## src/rtl/muldiv_sequencer_if.sv

```systemverilog
// Request/response bundle for the HI/LO multiply/divide sequencer, including
// the operand/product link to the external Booth multiplier.
interface muldiv_sequencer_if;
    logic        start;
    logic [1:0]  op;
    logic [31:0] a;
    logic [31:0] b;
    logic [63:0] mul_result;
    logic [31:0] mul_a;
    logic [31:0] mul_b;
    logic        busy;
    logic        done;
    logic        hilo_we;
    logic [31:0] hi;
    logic [31:0] lo;
    logic        div_by_zero;

    // Requester side: issues operations and returns the multiplier product
    modport master (
        output start, op, a, b, mul_result,
        input  mul_a, mul_b, busy, done, hilo_we, hi, lo, div_by_zero
    );

    // Sequencer side
    modport slave (
        input  start, op, a, b, mul_result,
        output mul_a, mul_b, busy, done, hilo_we, hi, lo, div_by_zero
    );
endinterface

```

## src/rtl/muldiv_sequencer.sv

```systemverilog
// Multi-cycle HI/LO controller: signed MUL via an external combinational
// multiplier with a fixed wait window, signed DIV via an internal 32-step
// restoring divider. Results land in HI/LO with a one-cycle write pulse.
module muldiv_sequencer #(
    parameter int unsigned MUL_CYCLES = 2
) (
    input  logic               clock,
    input  logic               clear,
    muldiv_sequencer_if.slave  bus
);

    typedef enum logic [2:0] {
        S_IDLE,
        S_MUL_WAIT,
        S_DIV_PREP,
        S_DIV_ITER,
        S_DIV_FIX,
        S_DONE
    } state_t;

    typedef enum logic [1:0] {
        OP_MUL = 2'b00,
        OP_DIV = 2'b01
    } op_t;

    state_t      state, next_state;
    logic [4:0]  cnt;
    logic [31:0] a_r, b_r;
    logic [32:0] rem;
    logic [31:0] quo;
    logic [31:0] divisor;
    logic        neg_q, neg_r;
    logic [31:0] hi_r, lo_r, mul_a_r, mul_b_r;
    logic        dz_r;
    logic        busy_c, done_c;
    logic        accept;

    logic [31:0] a_abs, b_abs;
    logic [32:0] shifted, diff;

    assign accept = (state == S_IDLE) && bus.start &&
                    (bus.op == OP_MUL || bus.op == OP_DIV);

    // Divider helpers: operand magnitudes and one shift/trial-subtract step
    always_comb begin
        a_abs   = a_r[31] ? (~a_r + 32'd1) : a_r;
        b_abs   = b_r[31] ? (~b_r + 32'd1) : b_r;
        shifted = {rem[31:0], quo[31]};
        diff    = shifted - {1'b0, divisor};
    end

    // State register
    always_ff @(posedge clock or posedge clear) begin
        if (clear) state <= S_IDLE;
        else       state <= next_state;
    end

    // Next-state and handshake outputs
    always_comb begin
        next_state = state;
        busy_c     = 1'b1;
        done_c     = 1'b0;
        case (state)
            S_IDLE: begin
                busy_c = 1'b0;
                if (accept)
                    next_state = (bus.op == OP_MUL) ? S_MUL_WAIT : S_DIV_PREP;
            end
            S_MUL_WAIT: if (cnt == '0) next_state = S_DONE;
            S_DIV_PREP: next_state = (b_r == '0) ? S_DONE : S_DIV_ITER;
            S_DIV_ITER: if (cnt == '0) next_state = S_DIV_FIX;
            S_DIV_FIX:  next_state = S_DONE;
            S_DONE: begin
                done_c     = 1'b1;
                next_state = S_IDLE;
            end
            default: begin
                busy_c     = 1'b0;
                next_state = S_IDLE;
            end
        endcase
    end

    // Operand latching, wait/iteration counter, divider datapath and HI/LO capture
    always_ff @(posedge clock or posedge clear) begin
        if (clear) begin
            cnt     <= '0;
            a_r     <= '0;
            b_r     <= '0;
            rem     <= '0;
            quo     <= '0;
            divisor <= '0;
            neg_q   <= 1'b0;
            neg_r   <= 1'b0;
            hi_r    <= '0;
            lo_r    <= '0;
            mul_a_r <= '0;
            mul_b_r <= '0;
            dz_r    <= 1'b0;
        end else begin
            case (state)
                S_IDLE: begin
                    if (accept) begin
                        a_r <= bus.a;
                        b_r <= bus.b;
                        if (bus.op == OP_MUL) begin
                            mul_a_r <= bus.a;
                            mul_b_r <= bus.b;
                            cnt     <= 5'(MUL_CYCLES - 1);
                        end
                    end
                end
                S_MUL_WAIT: begin
                    if (cnt == '0) begin
                        {hi_r, lo_r} <= bus.mul_result;
                        dz_r         <= 1'b0;
                    end else begin
                        cnt <= cnt - 5'd1;
                    end
                end
                S_DIV_PREP: begin
                    if (b_r == '0) begin
                        hi_r <= a_r;
                        lo_r <= '1;
                        dz_r <= 1'b1;
                    end else begin
                        rem     <= '0;
                        quo     <= a_abs;
                        divisor <= b_abs;
                        neg_q   <= a_r[31] ^ b_r[31];
                        neg_r   <= a_r[31];
                        cnt     <= 5'd31;
                    end
                end
                S_DIV_ITER: begin
                    // quo doubles as the dividend shift register: its MSB feeds
                    // the remainder while result bits enter at the LSB.
                    if (!diff[32]) begin
                        rem <= diff;
                        quo <= {quo[30:0], 1'b1};
                    end else begin
                        rem <= shifted;
                        quo <= {quo[30:0], 1'b0};
                    end
                    cnt <= cnt - 5'd1;
                end
                S_DIV_FIX: begin
                    lo_r <= neg_q ? (~quo + 32'd1) : quo;
                    hi_r <= neg_r ? (~rem[31:0] + 32'd1) : rem[31:0];
                    dz_r <= 1'b0;
                end
                default: ;
            endcase
        end
    end

    assign bus.busy        = busy_c;
    assign bus.done        = done_c;
    assign bus.hilo_we     = done_c;
    assign bus.hi          = hi_r;
    assign bus.lo          = lo_r;
    assign bus.mul_a       = mul_a_r;
    assign bus.mul_b       = mul_b_r;
    assign bus.div_by_zero = dz_r;

endmodule

```

## src/flat_wrapper.sv

```systemverilog
// flat-port wrapper written by rule: the top's interface ports become plain ports
module muldiv_sequencer_flat 
#(
    parameter int unsigned MUL_CYCLES = 2
)
  (clock, clear, bus_start, bus_op, bus_a, bus_b, bus_mul_result, bus_mul_a, bus_mul_b, bus_busy, bus_done, bus_hilo_we, bus_hi, bus_lo, bus_div_by_zero);
  muldiv_sequencer_if bus_i ();
  input  logic clock;
  input  logic clear;
  input wire logic [$bits(bus_i.start)-1:0] bus_start;
  input wire logic [$bits(bus_i.op)-1:0] bus_op;
  input wire logic [$bits(bus_i.a)-1:0] bus_a;
  input wire logic [$bits(bus_i.b)-1:0] bus_b;
  input wire logic [$bits(bus_i.mul_result)-1:0] bus_mul_result;
  output wire logic [$bits(bus_i.mul_a)-1:0] bus_mul_a;
  output wire logic [$bits(bus_i.mul_b)-1:0] bus_mul_b;
  output wire logic [$bits(bus_i.busy)-1:0] bus_busy;
  output wire logic [$bits(bus_i.done)-1:0] bus_done;
  output wire logic [$bits(bus_i.hilo_we)-1:0] bus_hilo_we;
  output wire logic [$bits(bus_i.hi)-1:0] bus_hi;
  output wire logic [$bits(bus_i.lo)-1:0] bus_lo;
  output wire logic [$bits(bus_i.div_by_zero)-1:0] bus_div_by_zero;
  assign bus_i.start = bus_start;
  assign bus_i.op = bus_op;
  assign bus_i.a = bus_a;
  assign bus_i.b = bus_b;
  assign bus_i.mul_result = bus_mul_result;
  assign bus_mul_a = bus_i.mul_a;
  assign bus_mul_b = bus_i.mul_b;
  assign bus_busy = bus_i.busy;
  assign bus_done = bus_i.done;
  assign bus_hilo_we = bus_i.hilo_we;
  assign bus_hi = bus_i.hi;
  assign bus_lo = bus_i.lo;
  assign bus_div_by_zero = bus_i.div_by_zero;
  muldiv_sequencer #(.MUL_CYCLES(MUL_CYCLES)) u_core (.clock(clock), .clear(clear), .bus(bus_i));
endmodule
```

## config.mk

```make
export PLATFORM = sky130hd
export DESIGN_NAME = muldiv_sequencer_flat
export DESIGN_NICKNAME = d
export VERILOG_FILES = /design/src/rtl/muldiv_sequencer_if.sv /design/src/rtl/muldiv_sequencer.sv /design/src/flat_wrapper.sv
export SDC_FILE = /design/constraint.sdc
export NUM_CORES = 1
export LEC_CHECK = 0
export BUFFER_PORTS_ARGS = -buffer_cell sky130_fd_sc_hd__buf_2
export CORE_ASPECT_RATIO = 2
export CORE_UTILIZATION = 30
export CTS_CLUSTER_DIAMETER = 60
export DETAILED_ROUTE_END_ITERATION = 10
export SYNTH_ARGS = -nofsm -noshare
export SYNTH_HDL_FRONTEND = slang
export SYNTH_SLANG_ARGS = --single-unit
```

## constraint.sdc

```tcl
create_clock -name clock -period 10.8 [get_ports clock]
set_input_delay 2.16 -clock clock [delete_from_list [all_inputs] [get_ports clock]]
set_output_delay 2.16 -clock clock [all_outputs]
set_load 0.005 [all_outputs]
```

# Word level (Yosys, flattened, before mapping)
# Index checks and enable logic that the tools add are counted.
# classes
addsub,6
n_mul,0
div,0
magnitude_cmp,0
eq_ne,13
shifts,0
mux,32
bitwise,6
n_reduce_logical,18
# ops
operator,n
32-bit 2-to-1 mux,11
32-bit one-hot mux with 3 select lines,2
"32-bit by 1-bit adder with 32-bit output, second input constant",4
32-bit inverter,4
32-bit one-hot mux with 2 select lines,2
33-bit by 32-bit subtractor with 33-bit output,1
32-bit zero test,1
5-bit 2-to-1 mux,4
5-bit one-hot mux with 4 select lines,1
3-bit one-hot mux with 5 select lines,1
3-bit 2-to-1 mux,4
3-bit AND reduction,3
"2-bit by 1-bit != test with 1-bit output, second input constant",4
"3-bit by 2-bit equality test with 1-bit output, second input constant",2
"3-bit equality test, second input constant",2
"2-bit != test, second input constant",3
2-bit AND reduction,3
5-bit zero test,1
1-bit 2-to-1 mux,5
5-bit AND reduction,1
5-bit OR reduction,1
"5-bit by 1-bit subtractor with 5-bit output, second input constant",1
4-bit nonzero test,1
"3-bit by 1-bit equality test with 1-bit output, second input constant",1
11 further kinds,12
# word_totals
ff_bits,299
latchBits,0
ramBits,0
mem_bits_ro,0
in_bits,133
wordCells,89
n_memories,0

# Logic depth before layout (Yosys ltp)
# logic_depth
ltp_word,5
ltp_mapped,13

# Least setup slack after synthesis
# No wires, ideal clock.
# synth_path
kind,input to register
from,input bus_start
to,register u_core.a_r[0]
setup_time_ns,0.125
arrival_ns,3.252
required_time_ns,10.675
setup_slack_ns,7.424
cell_stages,4
path_buffers,1
path_cell_list,nor2b_1 > nand2_1 > clkbuf_1 > mux2_2
# synth_between
elab_chain_len,3
# synth_rtl
element,line,rtl
start: declaration,flat_wrapper.sv:10,input wire logic [$bits(bus_i.start)-1:0] bus_start;
1-bit logical AND (2 in a row),muldiv_sequencer.sv:41,assign accept = (state == S_IDLE) && bus.start &&
2-bit AND reduction (no source line),-,
end signal: assignment,muldiv_sequencer.sv:104,a_r <= bus.a;
end: declaration,muldiv_sequencer.sv:28,"logic [31:0] a_r, b_r;"
# Every way passes these cells.
# A chain may end at the register's enable or synchronous reset.

# Worst setup path after layout
# layout_path
from,register u_core.b_r[2]
to,"register u_core.hi_r[3], in the netlist u_core.bus.hi[3]"
# layout_between
elab_chain_len,3
# layout_rtl
element,line,rtl
start: declaration,muldiv_sequencer.sv:28,
start signal: assignment,muldiv_sequencer.sv:105,b_r <= bus.b;
32-bit zero test,muldiv_sequencer.sv:122,if (b_r == '0) begin
2-bit by 1-bit != test with 1-bit output (no source line),-,
3-bit AND reduction (no source line),-,
end signal: assignment,muldiv_sequencer.sv:115,"{hi_r, lo_r} <= bus.mul_result;"
end signal: assignment,muldiv_sequencer.sv:123,hi_r <= a_r;
end signal: assignment,muldiv_sequencer.sv:149,hi_r <= neg_r ? (~rem[31:0] + 32'd1) : rem[31:0];
end: declaration,muldiv_sequencer.sv:33,"logic [31:0] hi_r, lo_r, mul_a_r, mul_b_r;"
# Every way passes these cells.

==> impl_metrics.py <==
metrics = {
    "clocking": {
        "cts_resized": 0,
        "clk_pin_slew_ns": 0.07,
        "insertion_delay_ns": 0.56,
        "postCtsSetupRepairBufs": 0,
        "numCtsBuffers": 34,
        "clock-sinks": 299,
        "clockRootBuffer": "clkbuf_16",
        "cts.htree.levels": 2,
        "cts.path.max_buffers": 3,
        "cts_tree": "done",
        "holdBufCountCts": 0,
    },
    "floorplanning": {
        "die_area_mm2": 0.0566,
        "die_w_um": 169,
        "core_mm2": 0.0547,
        "num_io_pins": 265,
        "initial_utilization": 0.305,
        "num_rows": 121,
        "die_h_um": 335,
    },
    "placed_design": {
        "dpl_cell_area_mm2": 0.0187,
        "gp_congestion": 0.905,
        "port_buffers": 264,
        "dp_hpwl_um": 41800,
    },
    "critical_path": {
        "worstPathMaxFanout": 82,
        "start_kind": "flop",
        "r2r_slack_ns": 6.48,
        "worst_setup_path_end_kind": "flop",
        "r2r_end": "u_core.bus.hi[3]",
        "reg2reg_depth": 10,
        "cpMostUsedCell": "nand3_1",
        "crit_required_ns": 11.27,
        "worstSetupPathType": "flop to flop",
        "cpPeakStageDelay_ns": 0.76,
        "worstReg2RegStart": "u_core.b_r[2]",
        "critPathSlowestCell": "buf_4",
        "worstPathArrival_ns": 4.79,
        "path_cells": "nor4_1, nand3_1, nor3_1, nand3_1, nor3_2, nand2b_1, o221ai_4, buf_4, nor2_1, a21oi_1",
    },
    "cells_and_area": {
        "syn_to_final_growth_pct": 19.2,
        "fin_nets": 2106,
        "finish.instance_area_mm2": 0.0199,
        "final_cell_mix": "299 x dfrtp_1, 264 x buf_2, 174 x nor2_1",
        "final_common_cell": "dfrtp_1",
        "drive_gt1_frac": 0.254,
    },
    "sta": {
        "period_share": 0.400,
        "clock_skew_ns": 0.0322,
        "fmax_mhz": 231,
        "tightest_slew_ns": 1.20,
        "relSlewSlack": 0.194,
        "period_needed_ns": 4.32,
        "rsz0062_at_grt": "no",
        "fin_tns_setup_ns": 0,
        "setup_viol": 0,
        "drv_slew": 0,
        "hold_viol": 0,
    },
    "global_routing": {
        "grt_max_degree": 110,
        "grtUsageTotal": 0.194,
        "first_global_vias": 14200,
        "antenna_found_initial": 3,
        "overflow": 0,
        "grt_pass1_wl_um": 83900,
    },
    "route": {
        "routed_wirelength_um": 54800,
        "first_pass_iters": 5,
        "route.vias.total": 13900,
        "drc": 0,
        "drtAntennaViolNets": 0,
        "drt_iter0_drc": 738,
        "wl_per_cell_um": 20.3,
        "vias_per_cell": 5.16,
    },
    "logic_synthesis": {
        "synth-async-reset-ratio": 1.00,
        "syn_inst": 1719,
        "ys_types": 73,
        "netlist_area_mm2": 0.0167,
        "synth_seq_cells": 299,
        "avgSynthCellArea_um2": 9.70,
        "ys.flop_type": "dfrtp_1",
        "ys.warnings.count": 0,
        "synth_edf_count": 0,
        "synthesis.nets": 1891,
        "ys_seq_area_frac": 0.449,
    },
    "worst_hold_path": {
        "hold_depth": 2,
        "hold_path_end": "u_core.bus.lo[2]",
        "hp-class": "flop to flop",
        "min_from": "u_core.bus.lo[2]",
    },
    "pwr": {
        "ir_worst_vdd_mv": 0.153,
        "leakagePower_nw": 8.88,
        "cellPowerDensity_mw_per_mm2": 336,
    },
    "run": {
        "cap_violations": 0,
    },
    "outcome": {
        "status": "finished, final reports clean",
    },
}
==> synth_stat cells (12+ instances only) <==
library cell	number	area, um^2
xor2_1	71	622
xnor2_1	72	631
o22ai_1	36	225
o21ai_0	117	586
o41ai_1	12	105
dfrtp_1	299	7480
a21o_1	20	150
inv_1	51	191
a221oi_1	24	210
o31ai_1	30	225
ha_1	38	475
nand3_1	28	140
mux2_2	128	1440
nand2_1	146	548
buf_2	17	85.1
a221o_1	24	240
nor2_1	178	668
or3_1	16	100
nor3_1	19	95.1
nand2b_1	17	106
clkbuf_1	77	289
or4_1	12	90.1
a21oi_1	121	606
==> worst max path at each step <==
stage	startpoint	endpoint	cells after the start
floorplan	clear	u_core.a_r[0]	1
global placement	u_core.b_r[2]	u_core.bus.lo[8]	10
detailed placement	u_core.b_r[2]	u_core.bus.hi[3]	10
CTS	u_core.b_r[2]	u_core.bus.hi[3]	10
global route	u_core.b_r[2]	u_core.bus.hi[8]	10
finish	u_core.b_r[2]	u_core.bus.hi[3]	10
==> final cells by class <==
class | count | area [um^2]
Tap cell | 738 | 923
Clock inverter | 19 | 268
Multi-Input combinational cell | 1266 | 8640
Sequential cell | 299 | 7480
Clock buffer | 42 | 901
Inverter | 51 | 199
Fill cell | 5552 | 34800
Antenna cell | 2 | 5.00
Timing Repair Buffer | 282 | 1460
==> layer usage <==
| metal | up-vias | share of wire | track usage |
|---|---|---|---|
| met4 | 2 | 0.053 | 0.114 |
| li1 | 6627 | - | - |
| met5 | - | 0.00024 | 0 |
| met3 | 110 | 0.038 | 0.0229 |
| met1 | 6788 | 0.36 | 0.199 |
| met2 | 397 | 0.55 | 0.371 |
==> flip-flops by register name, summed over array words and instances, names as in the netlist, 3 cells and up <==
signal            count
u_core.rem           32
u_core.a_r           32
u_core.bus.hi        32
u_core.bus.mul_b     32
u_core.b_r           32
u_core.divisor       32
u_core.state          3
u_core.bus.lo        32
u_core.bus.mul_a     32
u_core.cnt            5
u_core.quo           32
==> report_power, final <==
part           internal, W  leakage (nW)  total (W)  switching, W
Sequential         0.00162          3.70    0.00220      0.000582
Combinational      0.00144          4.60    0.00324       0.00180
Clock             0.000725         0.571    0.00124      0.000518
==> cell families after synthesis <==
family | count (synthesis) | synth area share
buffers and inverters | 154 | 0.0366
flip-flops | 299 | 0.449
adder cells (fa/ha/maj) | 39 | 0.0297
AO/OA/AOI/OAI | 470 | 0.187
multiplexers | 139 | 0.0930
XOR/XNOR | 143 | 0.0751
AND/OR/NAND/NOR | 475 | 0.130
==> worst max-delay path: cells and delay by family, from the launching register on <==
| kind | cells | cell delay, ns |
|---|---|---|
| AOI/OAI and AO/OA | 2 | 0.86 |
| DFF | 1 | 0.43 |
| and+or+nand+nor | 7 | 2.10 |
| buffers and inverters | 1 | 0.76 |
==> per-stage QoR <==
| stage | total power (W) | util | cells | hold WS [ns] | setup WS (ns) |
|---|---|---|---|---|---|
| floorplan | 0.00438 | - | 1719 | 0.449 | 0.379 |
| global placement | 0.00540 | 0.342 | 2636 | 0.456 | 6.58 |
| detailed placement | 0.00548 | 0.342 | 2636 | 0.466 | 6.52 |
| CTS | 0.00675 | 0.364 | 2697 | 0.482 | 6.50 |
| global route | 0.00719 | 0.364 | 2699 | 0.512 | 5.98 |
| finish | 0.00669 | 0.364 | 2699 | 0.478 | 6.48 |
Power figures use the tool's default switching activity.
